## src/rtl/i2c_pkg.sv

```systemverilog
`default_nettype none
// ============================================================================
//  Module      : i2c_pkg
//  Description : Shared I2C definitions: address/data widths, the request
//                arbiter state encoding and the default 2 ms timeout at
//                12 MHz.
//  Revision    : 1.0 - initial release
// ============================================================================
package i2c_pkg;

    localparam int I2C_ADDR_W        = 7;
    localparam int I2C_DATA_W        = 8;
    localparam int TIMEOUT_12MHZ_2MS = 24000;

    typedef enum logic [2:0] {
        IDLE      = 3'd0,
        ISSUE     = 3'd1,
        WAIT_BUSY = 3'd2,
        WAIT_DONE = 3'd3,
        RESP      = 3'd4
    } arb_state_t;

endpackage : i2c_pkg
`default_nettype wire

```

## src/rtl/i2c_req_arbiter_if.sv

```systemverilog
`default_nettype none
// ============================================================================
//  Module      : i2c_req_arbiter_if
//  Description : Command/response bus between the request arbiter and the
//                single I2C master engine.
//                  master modport : arbiter side (drives start + payload)
//                  slave  modport : I2C engine side (drives busy/done/result)
//                  m_start  1-cycle start pulse      m_busy  engine busy
//                  m_addr   7-bit slave address      m_done  1-cycle done
//                  m_rw     1 = read, 0 = write      m_rdata read byte
//                  m_wdata  write byte               m_nack  slave NACK
//  Revision    : 1.0 - initial release
// ============================================================================
interface i2c_req_arbiter_if;
    import i2c_pkg::*;

    logic                  m_start;
    logic [I2C_ADDR_W-1:0] m_addr;
    logic                  m_rw;
    logic [I2C_DATA_W-1:0] m_wdata;
    logic                  m_busy;
    logic                  m_done;
    logic [I2C_DATA_W-1:0] m_rdata;
    logic                  m_nack;

    modport master (
        output m_start, m_addr, m_rw, m_wdata,
        input  m_busy, m_done, m_rdata, m_nack
    );

    modport slave (
        input  m_start, m_addr, m_rw, m_wdata,
        output m_busy, m_done, m_rdata, m_nack
    );

endinterface : i2c_req_arbiter_if
`default_nettype wire

```

## src/rtl/i2c_req_arbiter_rr_pick.sv

```systemverilog
`default_nettype none
// ============================================================================
//  Module      : rr_pick
//  Description : Combinational rotating-priority encoder. Returns the first
//                set request bit found searching upward from ptr, wrapping
//                modulo N_REQ.
//                  req : request vector        win : winning index
//                  ptr : highest-priority idx  any : at least one request
//  Revision    : 1.0 - initial release
// ============================================================================
module rr_pick #(
    parameter int N_REQ = 2,
    parameter int IDX_W = 1
) (
    input  wire logic [N_REQ-1:0] req,
    input  wire logic [IDX_W-1:0] ptr,
    output logic      [IDX_W-1:0] win,
    output logic                  any
);

    always_comb begin
        int w_j;
        w_j = 0;
        win = '0;
        any = |req;
        // Walk offsets from farthest to nearest so the nearest set bit to ptr
        // is the last (and therefore winning) assignment.
        for (int i = N_REQ - 1; i >= 0; i--) begin
            w_j = int'(ptr) + i;
            if (w_j >= N_REQ) begin
                w_j = w_j - N_REQ;
            end
            if (req[w_j]) begin
                win = IDX_W'(w_j);
            end
        end
    end

endmodule : rr_pick
`default_nettype wire

```

## src/rtl/i2c_req_arbiter.sv

```systemverilog
`default_nettype none
// ============================================================================
//  Module      : i2c_req_arbiter
//  Description : Round-robin arbiter sharing one I2C master between N_REQ
//                requesters, one byte transaction per grant, each bounded by
//                a TIMEOUT_CYC timeout.
//                  req/req_addr/req_rw/req_wdata : per-requester request+payload
//                  gnt  : one-hot grant, held for the whole transaction
//                  done : one-cycle completion pulse on the granted index
//                  rdata/nack : result, valid while done is high
//                  timeout_err : sticky timeout flag (reset only)
//                  bus  : command/response bus to the I2C master engine
//  Revision    : 1.0 - initial release
// ============================================================================
module i2c_req_arbiter
    import i2c_pkg::*;
#(
    parameter int N_REQ       = 2,
    parameter int TIMEOUT_CYC = TIMEOUT_12MHZ_2MS,
    parameter int TO_W        = 15
) (
    input  wire logic                          clk,
    input  wire logic                          rst_n,
    input  wire logic [N_REQ-1:0]              req,
    input  wire logic [I2C_ADDR_W*N_REQ-1:0]   req_addr,
    input  wire logic [N_REQ-1:0]              req_rw,
    input  wire logic [I2C_DATA_W*N_REQ-1:0]   req_wdata,
    output logic      [N_REQ-1:0]              gnt,
    output logic      [N_REQ-1:0]              done,
    output logic      [I2C_DATA_W-1:0]         rdata,
    output logic                               nack,
    output logic                               timeout_err,
    i2c_req_arbiter_if.master                  bus
);

    localparam int              IDX_W     = (N_REQ > 1) ? $clog2(N_REQ) : 1;
    localparam logic [TO_W-1:0] C_TO_LAST = TO_W'(TIMEOUT_CYC - 1);

    arb_state_t       r_state;
    logic [IDX_W-1:0] r_rr_ptr;
    logic [IDX_W-1:0] r_win;
    logic [TO_W-1:0]  r_cnt;

    logic [IDX_W-1:0] w_win;
    logic             w_any;
    logic [IDX_W-1:0] w_next_ptr;

    function automatic logic [N_REQ-1:0] f_onehot(input logic [IDX_W-1:0] idx);
        logic [N_REQ-1:0] v;
        v      = '0;
        v[idx] = 1'b1;
        return v;
    endfunction

    rr_pick #(
        .N_REQ (N_REQ),
        .IDX_W (IDX_W)
    ) u_pick (
        .req (req),
        .ptr (r_rr_ptr),
        .win (w_win),
        .any (w_any)
    );

    assign w_next_ptr = (r_win == IDX_W'(N_REQ - 1)) ? '0 : r_win + 1'b1;

    always_ff @(posedge clk or negedge rst_n) begin
        if (!rst_n) begin
            r_state      <= IDLE;
            r_rr_ptr     <= '0;
            r_win        <= '0;
            r_cnt        <= '0;
            gnt          <= '0;
            done         <= '0;
            rdata        <= '0;
            nack         <= 1'b0;
            timeout_err  <= 1'b0;
            bus.m_start  <= 1'b0;
            bus.m_addr   <= '0;
            bus.m_rw     <= 1'b0;
            bus.m_wdata  <= '0;
        end else begin
            bus.m_start <= 1'b0;
            done        <= '0;
            case (r_state)
                IDLE: begin
                    if (w_any) begin
                        // Payload is captured here so requester changes after
                        // the grant cannot disturb the bus transaction.
                        r_win       <= w_win;
                        gnt         <= f_onehot(w_win);
                        bus.m_addr  <= req_addr[w_win*I2C_ADDR_W +: I2C_ADDR_W];
                        bus.m_rw    <= req_rw[w_win];
                        bus.m_wdata <= req_wdata[w_win*I2C_DATA_W +: I2C_DATA_W];
                        r_state     <= ISSUE;
                    end
                end
                ISSUE: begin
                    bus.m_start <= 1'b1;
                    r_cnt       <= '0;
                    r_state     <= WAIT_BUSY;
                end
                WAIT_BUSY, WAIT_DONE: begin
                    r_cnt <= r_cnt + 1'b1;
                    // A master fast enough to finish before busy is seen is
                    // accepted in WAIT_BUSY too; completion beats timeout.
                    if (bus.m_done) begin
                        rdata   <= bus.m_rdata;
                        nack    <= bus.m_nack;
                        done    <= f_onehot(r_win);
                        r_state <= RESP;
                    end else if (r_cnt == C_TO_LAST) begin
                        rdata       <= '0;
                        nack        <= 1'b1;
                        timeout_err <= 1'b1;
                        done        <= f_onehot(r_win);
                        r_state     <= RESP;
                    end else if ((r_state == WAIT_BUSY) && bus.m_busy) begin
                        r_state <= WAIT_DONE;
                    end
                end
                RESP: begin
                    gnt      <= '0;
                    r_rr_ptr <= w_next_ptr;
                    r_state  <= IDLE;
                end
                default: begin
                    r_state <= IDLE;
                end
            endcase
        end
    end

endmodule : i2c_req_arbiter
`default_nettype wire

```

## src/flat_wrapper.sv

```systemverilog
// flat-port wrapper written by rule: the top's interface ports become plain ports
module i2c_req_arbiter_flat import i2c_pkg::*;
#(
    parameter int N_REQ       = 2,
    parameter int TIMEOUT_CYC = TIMEOUT_12MHZ_2MS,
    parameter int TO_W        = 15
)
  (clk, rst_n, req, req_addr, req_rw, req_wdata, gnt, done, rdata, nack, timeout_err, bus_m_start, bus_m_addr, bus_m_rw, bus_m_wdata, bus_m_busy, bus_m_done, bus_m_rdata, bus_m_nack);
  i2c_req_arbiter_if bus_i ();
  input  wire logic clk;
  input  wire logic rst_n;
  input  wire logic [N_REQ-1:0] req;
  input  wire logic [I2C_ADDR_W*N_REQ-1:0] req_addr;
  input  wire logic [N_REQ-1:0] req_rw;
  input  wire logic [I2C_DATA_W*N_REQ-1:0] req_wdata;
  output logic      [N_REQ-1:0] gnt;
  output logic      [N_REQ-1:0] done;
  output logic      [I2C_DATA_W-1:0] rdata;
  output logic nack;
  output logic timeout_err;
  output wire logic [$bits(bus_i.m_start)-1:0] bus_m_start;
  output wire logic [$bits(bus_i.m_addr)-1:0] bus_m_addr;
  output wire logic [$bits(bus_i.m_rw)-1:0] bus_m_rw;
  output wire logic [$bits(bus_i.m_wdata)-1:0] bus_m_wdata;
  input wire logic [$bits(bus_i.m_busy)-1:0] bus_m_busy;
  input wire logic [$bits(bus_i.m_done)-1:0] bus_m_done;
  input wire logic [$bits(bus_i.m_rdata)-1:0] bus_m_rdata;
  input wire logic [$bits(bus_i.m_nack)-1:0] bus_m_nack;
  assign bus_m_start = bus_i.m_start;
  assign bus_m_addr = bus_i.m_addr;
  assign bus_m_rw = bus_i.m_rw;
  assign bus_m_wdata = bus_i.m_wdata;
  assign bus_i.m_busy = bus_m_busy;
  assign bus_i.m_done = bus_m_done;
  assign bus_i.m_rdata = bus_m_rdata;
  assign bus_i.m_nack = bus_m_nack;
  i2c_req_arbiter #(.N_REQ(N_REQ), .TIMEOUT_CYC(TIMEOUT_CYC), .TO_W(TO_W)) u_core (.clk(clk), .rst_n(rst_n), .req(req), .req_addr(req_addr), .req_rw(req_rw), .req_wdata(req_wdata), .gnt(gnt), .done(done), .rdata(rdata), .nack(nack), .timeout_err(timeout_err), .bus(bus_i));
endmodule
```

## config.mk

```make
export PLATFORM = sky130hd
export DESIGN_NAME = i2c_req_arbiter_flat
export DESIGN_NICKNAME = d
export VERILOG_FILES = /design/src/rtl/i2c_pkg.sv /design/src/rtl/i2c_req_arbiter_if.sv /design/src/rtl/i2c_req_arbiter_rr_pick.sv /design/src/rtl/i2c_req_arbiter.sv /design/src/flat_wrapper.sv
export SDC_FILE = /design/constraint.sdc
export NUM_CORES = 1
export LEC_CHECK = 0
export ABC_CLOCK_PERIOD_IN_PS = 2650
export BUFFER_PORTS_ARGS = -buffer_cell sky130_fd_sc_hd__buf_2
export CORE_ASPECT_RATIO = 1.25
export CORE_MARGIN = 2
export CORE_UTILIZATION = 54
export DETAILED_ROUTE_END_ITERATION = 10
export PLACE_DENSITY = 0.88
export SLEW_MARGIN = 0
export SYNTH_ARGS = -nofsm -noshare
export SYNTH_HDL_FRONTEND = slang
export SYNTH_SLANG_ARGS = --single-unit
```

## constraint.sdc

```tcl
create_clock -name clk -period 2.65 [get_ports clk]
set_input_delay 0 -clock clk [delete_from_list [all_inputs] [get_ports clk]]
set_output_delay 0 -clock clk [all_outputs]
set_load 0.01 [all_outputs]
```

=== Word level (Yosys, flattened, before mapping) ===
Cells that the tools add are included.

* Flip-flop bits (word level): 51
* Output and inout bits: 31
* Logic and storage cells: 84

* Add/sub/neg operators: 5
* $mul: 1
* Order comparisons: 8
* Eq/ne operators: 7
* Shifts and indexed selects: 2
* Mux-type cells: 33
* Bitwise logic cells: 1
* Reduce and logical (&&, ||, !) cells: 14

{| class="wikitable"
|+ Operators with widths
! cell !! number
|-
| less-than comparator 32 x 3 -> 1 bit, second input constant || 2
|-
| 2-to-1 mux 32 bit || 2
|-
| case mux 15 bit (2 select lines) || 1
|-
| 2-to-1 mux 1 bit || 16
|-
| 2-to-1 mux 8 bit || 2
|-
| variable part select 16 x 5 -> 8 bit || 1
|-
| adder 15 x 1 -> 15 bit, second input constant || 1
|-
| equality test 15 bit, second input constant || 1
|-
| variable part select 14 x 5 -> 7 bit || 1
|-
| 2-to-1 mux 3 bit || 4
|-
| case mux 3 bit (3 select lines) || 1
|-
| 2-to-1 mux 2 bit || 4
|-
| AND reduction 2 bit || 4
|-
| equality test 3 x 2 -> 1 bit, second input constant || 2
|-
| nonzero test 2 bit || 3
|-
| less-than comparator 1 x 2 -> 1 bit, second input constant || 2
|-
| multiplier 1 x 3 -> 4 bit, second input constant || 1
|-
| inequality test 4 x 2 -> 1 bit, second input constant || 1
|-
| case mux 2 bit (2 select lines) || 1
|-
| OR reduction 2 bit || 2
|-
| equality test 3 x 1 -> 1 bit, second input constant || 1
|-
| equality test 3 bit, second input constant || 1
|-
| logical AND 1 bit || 3
|-
| logical NOT 3 bit || 1
|-
| 11 further kinds || 13
|}

=== Depth between registers and ports, before layout ===
* Depth in word-level cells: 14
* Depth in mapped cells: 7
* Gate-level depth less buffers: 5

=== By module ===
Synthesis repeated with hierarchy kept, for this count alone.

* Cells, all modules: 244
* Area total of the unflattened synthesis: 2504.9 um^2

{| class="wikitable"
|+ By module, submodules not included
! module !! instances !! cells an instance !! area an instance (um^2)
|-
| i2c_req_arbiter || 1 || 241 || 2487.4
|-
| rr_pick || 1 || 3 || 17.5
|}

=== Worst setup path before layout ===
No wires, ideal clock.

* Path type: register to register
* Start: register u_core.r_cnt[6]
* End: register u_core.rdata[1]
* Setup time: 0.121 ns
* Data arrival time: 1.646 ns
* Required time: 2.529 ns
* Path slack: 0.883 ns
* Stages on the path, launching flop included: 6
* Buffers on the path: 1
* Period minus slack after synthesis: 1.767 ns
* Cells stage by stage: dfrtp_1 > or4b_4 > nor4_4 > o21ai_2 > buf_6 > a22o_1

* Longest elaborated chain between the ends: 3

{| class="wikitable"
|+ Ends and longest elaborated chain
! what !! RTL line !! RTL
|-
| start, declared || i2c_req_arbiter.sv:42 || <nowiki>logic [TO_W-1:0] r_cnt;</nowiki>
|-
| start signal, assigned || i2c_req_arbiter.sv:104 || <nowiki>r_cnt <= r_cnt + 1'b1;</nowiki>
|-
| equality test 15 bit || i2c_req_arbiter.sv:112 || <nowiki>end else if (r_cnt == C_TO_LAST) begin</nowiki>
|-
| nonzero test 2 bit (no line) || n/a ||
|-
| AND reduction 2 bit (no line) || n/a ||
|-
| end signal, assigned || i2c_req_arbiter.sv:108 || <nowiki>rdata <= bus.m_rdata;</nowiki>
|-
| end, declared || i2c_req_arbiter.sv:30 || <nowiki>output logic [I2C_DATA_W-1:0] rdata,</nowiki>
|}

Every way passes these cells.
A chain may end at the register's enable or synchronous reset.

=== Worst setup path after layout ===
* Start: register u_core.r_state[1]
* End: register u_core.bus.m_wdata[0]

* Longest elaborated chain between the ends: 2

{| class="wikitable"
|+ Ends and longest elaborated chain
! what !! RTL line !! RTL
|-
| start, declared || i2c_req_arbiter.sv:39 || <nowiki>arb_state_t r_state;</nowiki>
|-
| start signal, assigned || i2c_req_arbiter.sv:69 || <nowiki>r_state <= IDLE;</nowiki>
|-
| start signal, assigned || i2c_req_arbiter.sv:95 || <nowiki>r_state <= ISSUE;</nowiki>
|-
| start signal, assigned || i2c_req_arbiter.sv:101 || <nowiki>r_state <= WAIT_BUSY;</nowiki>
|-
| logical NOT 3 bit || i2c_req_arbiter.sv:85 || <nowiki>case (r_state)</nowiki>
|-
| AND reduction 2 bit (no line) || n/a ||
|-
| end signal, assigned || i2c_req_arbiter.sv:94 || <nowiki>bus.m_wdata <= req_wdata[w_win*I2C_DATA_W +: I2C_DATA_W];</nowiki>
|-
| end, declared || i2c_req_arbiter_if.sv:27 || <nowiki>output m_start, m_addr, m_rw, m_wdata,</nowiki>
|}

Every way passes these cells.

==> impl_summary.md <==
Placed design
In this run the tool buffered the top-level ports with 77 buffer cells. The weighted congestion at the end of routability-driven global placement is 0.861. The post-detailed-placement cell area is 0.00279 mm². OpenSTA, run right after detailed placement, puts the worst setup slack at just over 0.6 ns. The cell count after placement is 368. The placed wire-length estimate is 4.06 mm.

Detailed routing
The final routed wire length divided by cell count is 19.5 µm. The routed wire length is about 8.1 mm. For this run, design rule violations remaining after detail routing come to 0.

The detail route stage leaves a number of antenna-violating nets equal to 0. The via-per-instance ratio is a little over 6. The detailed router placed ~2600 vias in this run.

The detailed-router iteration count before antenna repair is 5. The violation count after the first detailed-routing iteration is 319.

Timing
The final number of max-transition violations was 0. At the pin with the least slew margin, the transition time is 0.647 ns. For this run, the top clock speed supported by timing is between 400 and 500 MHz. The hold violation total from the final report came to 0. The final critical-path required period is 2.38 ns. In this run the tightest slew margin relative to its limit is between 50 and 60%. Summed over all failing endpoints, the final setup total negative slack is 0 ns.

Setup violations remaining at the end of the flow were counted as 0. The largest clock skew in the final design is a little under 0.02 ns. The final worst setup slack is 0.267 ns. Setup repair after global routing left no endpoint under its margin. The final clock period utilization by the worst path is 89.9%. The worst hold margin is 0.0103 ns.

Setup path
In this design, the stage delay of the slowest critical-path cell is 0.63 ns. The type of the worst setup path is register to register. Setup slack on the worst reg-to-reg path comes out at 0.27 ns. The arrival time of data at the critical path endpoint is 2.63 ns. The critical path endpoint category is a register. Among cell families on the critical path, the largest total delay comes from simple AND/OR/NAND/NOR gates. The worst path required time is 2.90 ns. The slowest stage of the critical path is the dlygate4sd3_1 cell. The total buffers and inverters traversed by the critical path is 1. Of all nets on the critical path, the largest fanout is 16.

Walking the worst path, the cells encountered are or2_1 -> or3_1 -> o221ai_1 -> dlygate4sd3_1. The startpoint type of the worst setup path is a register.

Yosys
Synthesis instantiated 43 different standard cells from the library. The synthesized design contains 0 enable-type register cells. The number of nets produced by synthesis is 294. After synthesis the cells add up to 0.00237 mm². The post-synthesis sequential element count is approximately 50. The fraction of synthesis flops using an asynchronous set or reset pin is 100%. Sorting the synthesized cells by how often they occur yields dfrtp_1, nand2_1, inv_1.

The cell with the most instances after synthesis is dfrtp_1. The register area share after synthesis is 53.8%. The largest total area in the synthesized netlist belongs to dfrtp_1. Counting every instance in the synthesized netlist gives approximately 250. After synthesis, the cell types taking the most area are dfrtp_1, nand2_1, o221ai_1, a22o_1, o21ai_0. The area share of the largest cell type after synthesis is between 50% and 60%. The Yosys step of the flow raised 0 warnings. The mean cell area of the mapped netlist is 9.64 µm². The commonest register cell after synthesis is dfrtp_1.

Power and ir drop
Of the total power, the clock network draws 19.2%. The share of power burned in registers is a little under two fifths. The switching power is 1300 µW. In this run the static leakage power is 0.00169 µW. In this run switching power makes up 38.4% of total power. The peak supply drop is roughly 430 µV. The share of total power dissipated in combinational logic is a little over two fifths.

Cell internal power was estimated by the tool at 2080 µW. The ratio of total power to cell area is 1020 mW/mm².

Clock tree
The number of sinks handled by clock tree synthesis is 51. Clock-pin slew was measured on the worst setup and hold paths at approximately 0.11 ns. The total setup buffers inserted after CTS is 0. The H-tree was split into 2 levels. In this run the clock root is driven by a clkbuf_8. TritonCTS built the clock tree. The later pin in the worst-skew pair is clocked with a latency of 0.32 ns. The number of clock buffers inserted by TritonCTS is 5. The maximum clock insertion buffer count is 2.

Global routing
Across every metal layer, demand over resource in global routing totals between 30% and 40%. The number of global-route vias before repair is 2500. The first global-routing pass estimated between 10 and 15 mm of wire. After global routing the overflow that remains totals 0. The largest net degree at the start of global routing is 35. The number of antenna violations at the first check in global routing is 0.

Floorplanning
The initial standard-cell utilization of the core is 57.0%. The number of rows in the core area is 26. The I/O pin count is 78. The core region is ~0.0042 mm². The die is 63.3 µm wide. The die covers between 0.004 and 0.005 mm². Measured along the y axis, the die boundary spans 78.1 µm.

Hold path
The tightest min-delay check is of the primary input to register type.

Cells and area
Relative to the synthesized area, the layout overhead comes to 39.2%. The finished cells cover about 0.0033 mm². The number of standard cells in the final layout excluding fillers is 414. The number of nets in the layout is 405. The filler cells instantiated in the layout total ~220. In the final layout, the share of cells above drive strength 1 is 26.0%. The count of inserted antenna diode cells is 0.

Run
The tool flagged a number of max-cap violations equal to 0.

Outcome
The flow ran to the end, and the final reports show no timing, DRC or antenna violations.
cell usage in the layout (no fill, tap or decap), drive strengths merged, types with 2 or more instances in the layout:
cell and n:
dlygate4sd3 38, inv 19, nor4 2, or3 2, and3 4, o221ai 15, a21oi 8, a31oi 7
nor2b 2, a22o 11, nand2b 3, nand2 43, clkbuf 6, nor2 14, dfrtp 51, o31ai 2
or2 2, nand3 7, o21ai 18, buf 80, bufinv 2, nand4 4
tightest hold or removal path: stages:
cell,delay (ns)
buf_2,0.10
inv_1,0.04
o221ai_1,0.11
area by class of cell:
type                            count  area, µm²  share of cell area (%)
Timing Repair Buffer              118        788                    23.9
Inverter                           19       71.3                    2.16
Clock inverter                      2       60.1                    1.82
Tap cell                           56       70.1                    2.12
Sequential cell                    51       1280                    38.6
Multi-Input combinational cell    162        965                    29.2
Clock buffer                        6       72.6                    2.20
kinds of logic after synthesis:
logic type                 synth area share [%]
and+or+nand+nor                            17.9
AOI/OAI and AO/OA                          21.6
DFF                                        53.8
buffers and inverters                      5.75
muxes                                     0.422
adders and majority gates                 0.527
path summary, 6_finish.rpt:
| kind | from | to | cells past startpoint |
|---|---|---|---|
| setup / recovery | u_core.r_state[1] | u_core.bus.m_wdata[0] | 4 |
| hold / removal | req_addr[12] | u_core.bus.m_addr[5] | 3 |
| setup reg to reg | u_core.r_state[1] | u_core.bus.m_wdata[0] | 4 |
| hold reg to reg | u_core.bus.m_addr[5] | u_core.bus.m_addr[5] | 2 |
| max in group asynchronous | rst_n | u_core.rdata[0] | 3 |
| min in group asynchronous | rst_n | u_core.bus.m_addr[0] | 2 |
power by group through the flow:
stage	Combinational (µW)	Sequential, µW	Clock, µW
after floorplan	652	1320	0
after global placement	1090	1230	0
after detailed placement	1130	1250	0
after CTS	1340	1230	639
after global routing	1570	1290	690
final	1460	1270	647
sequential cells by signal, summed over array words and instances, names as in the netlist:
signal and count:
u_core.bus.m_addr 7, u_core.bus.m_rw 1, u_core.bus.m_start 1, u_core.bus.m_wdata 8, u_core.done 2, u_core.gnt 2
u_core.nack 1, u_core.r_cnt 15, u_core.r_rr_ptr 1, u_core.r_state 3, u_core.r_win 1, u_core.rdata 8
u_core.timeout_err 1
per-stage QoR:
| step | util (%) | power, µW |
|---|---|---|
| detailed placement | 66.9 | 2380 |
| floorplan | - | 1970 |
| global placement | 66.9 | 2320 |
| global route | 79.3 | 3550 |
| finish | 79.3 | 3380 |
| CTS | 79.2 | 3210 |
what timing repair did:
action                                 CTS  global route
hold buffers                            38             0
setup endpoints to repair                0            12
endpoints found under the hold margin   51             0
gates resized for setup                  0             2
metal layers:
layer / vias up / share of wire, % / track usage [%]
met5: - / 0 / 0
met1: 1225 / 37 / 39.0
met4: 0 / 4.8 / 17.8
li1: 1099 / - / -
met2: 197 / 51 / 58.3
met3: 48 / 7.6 / 6.59
No activity file was read; power rests on OpenSTA's default activity.
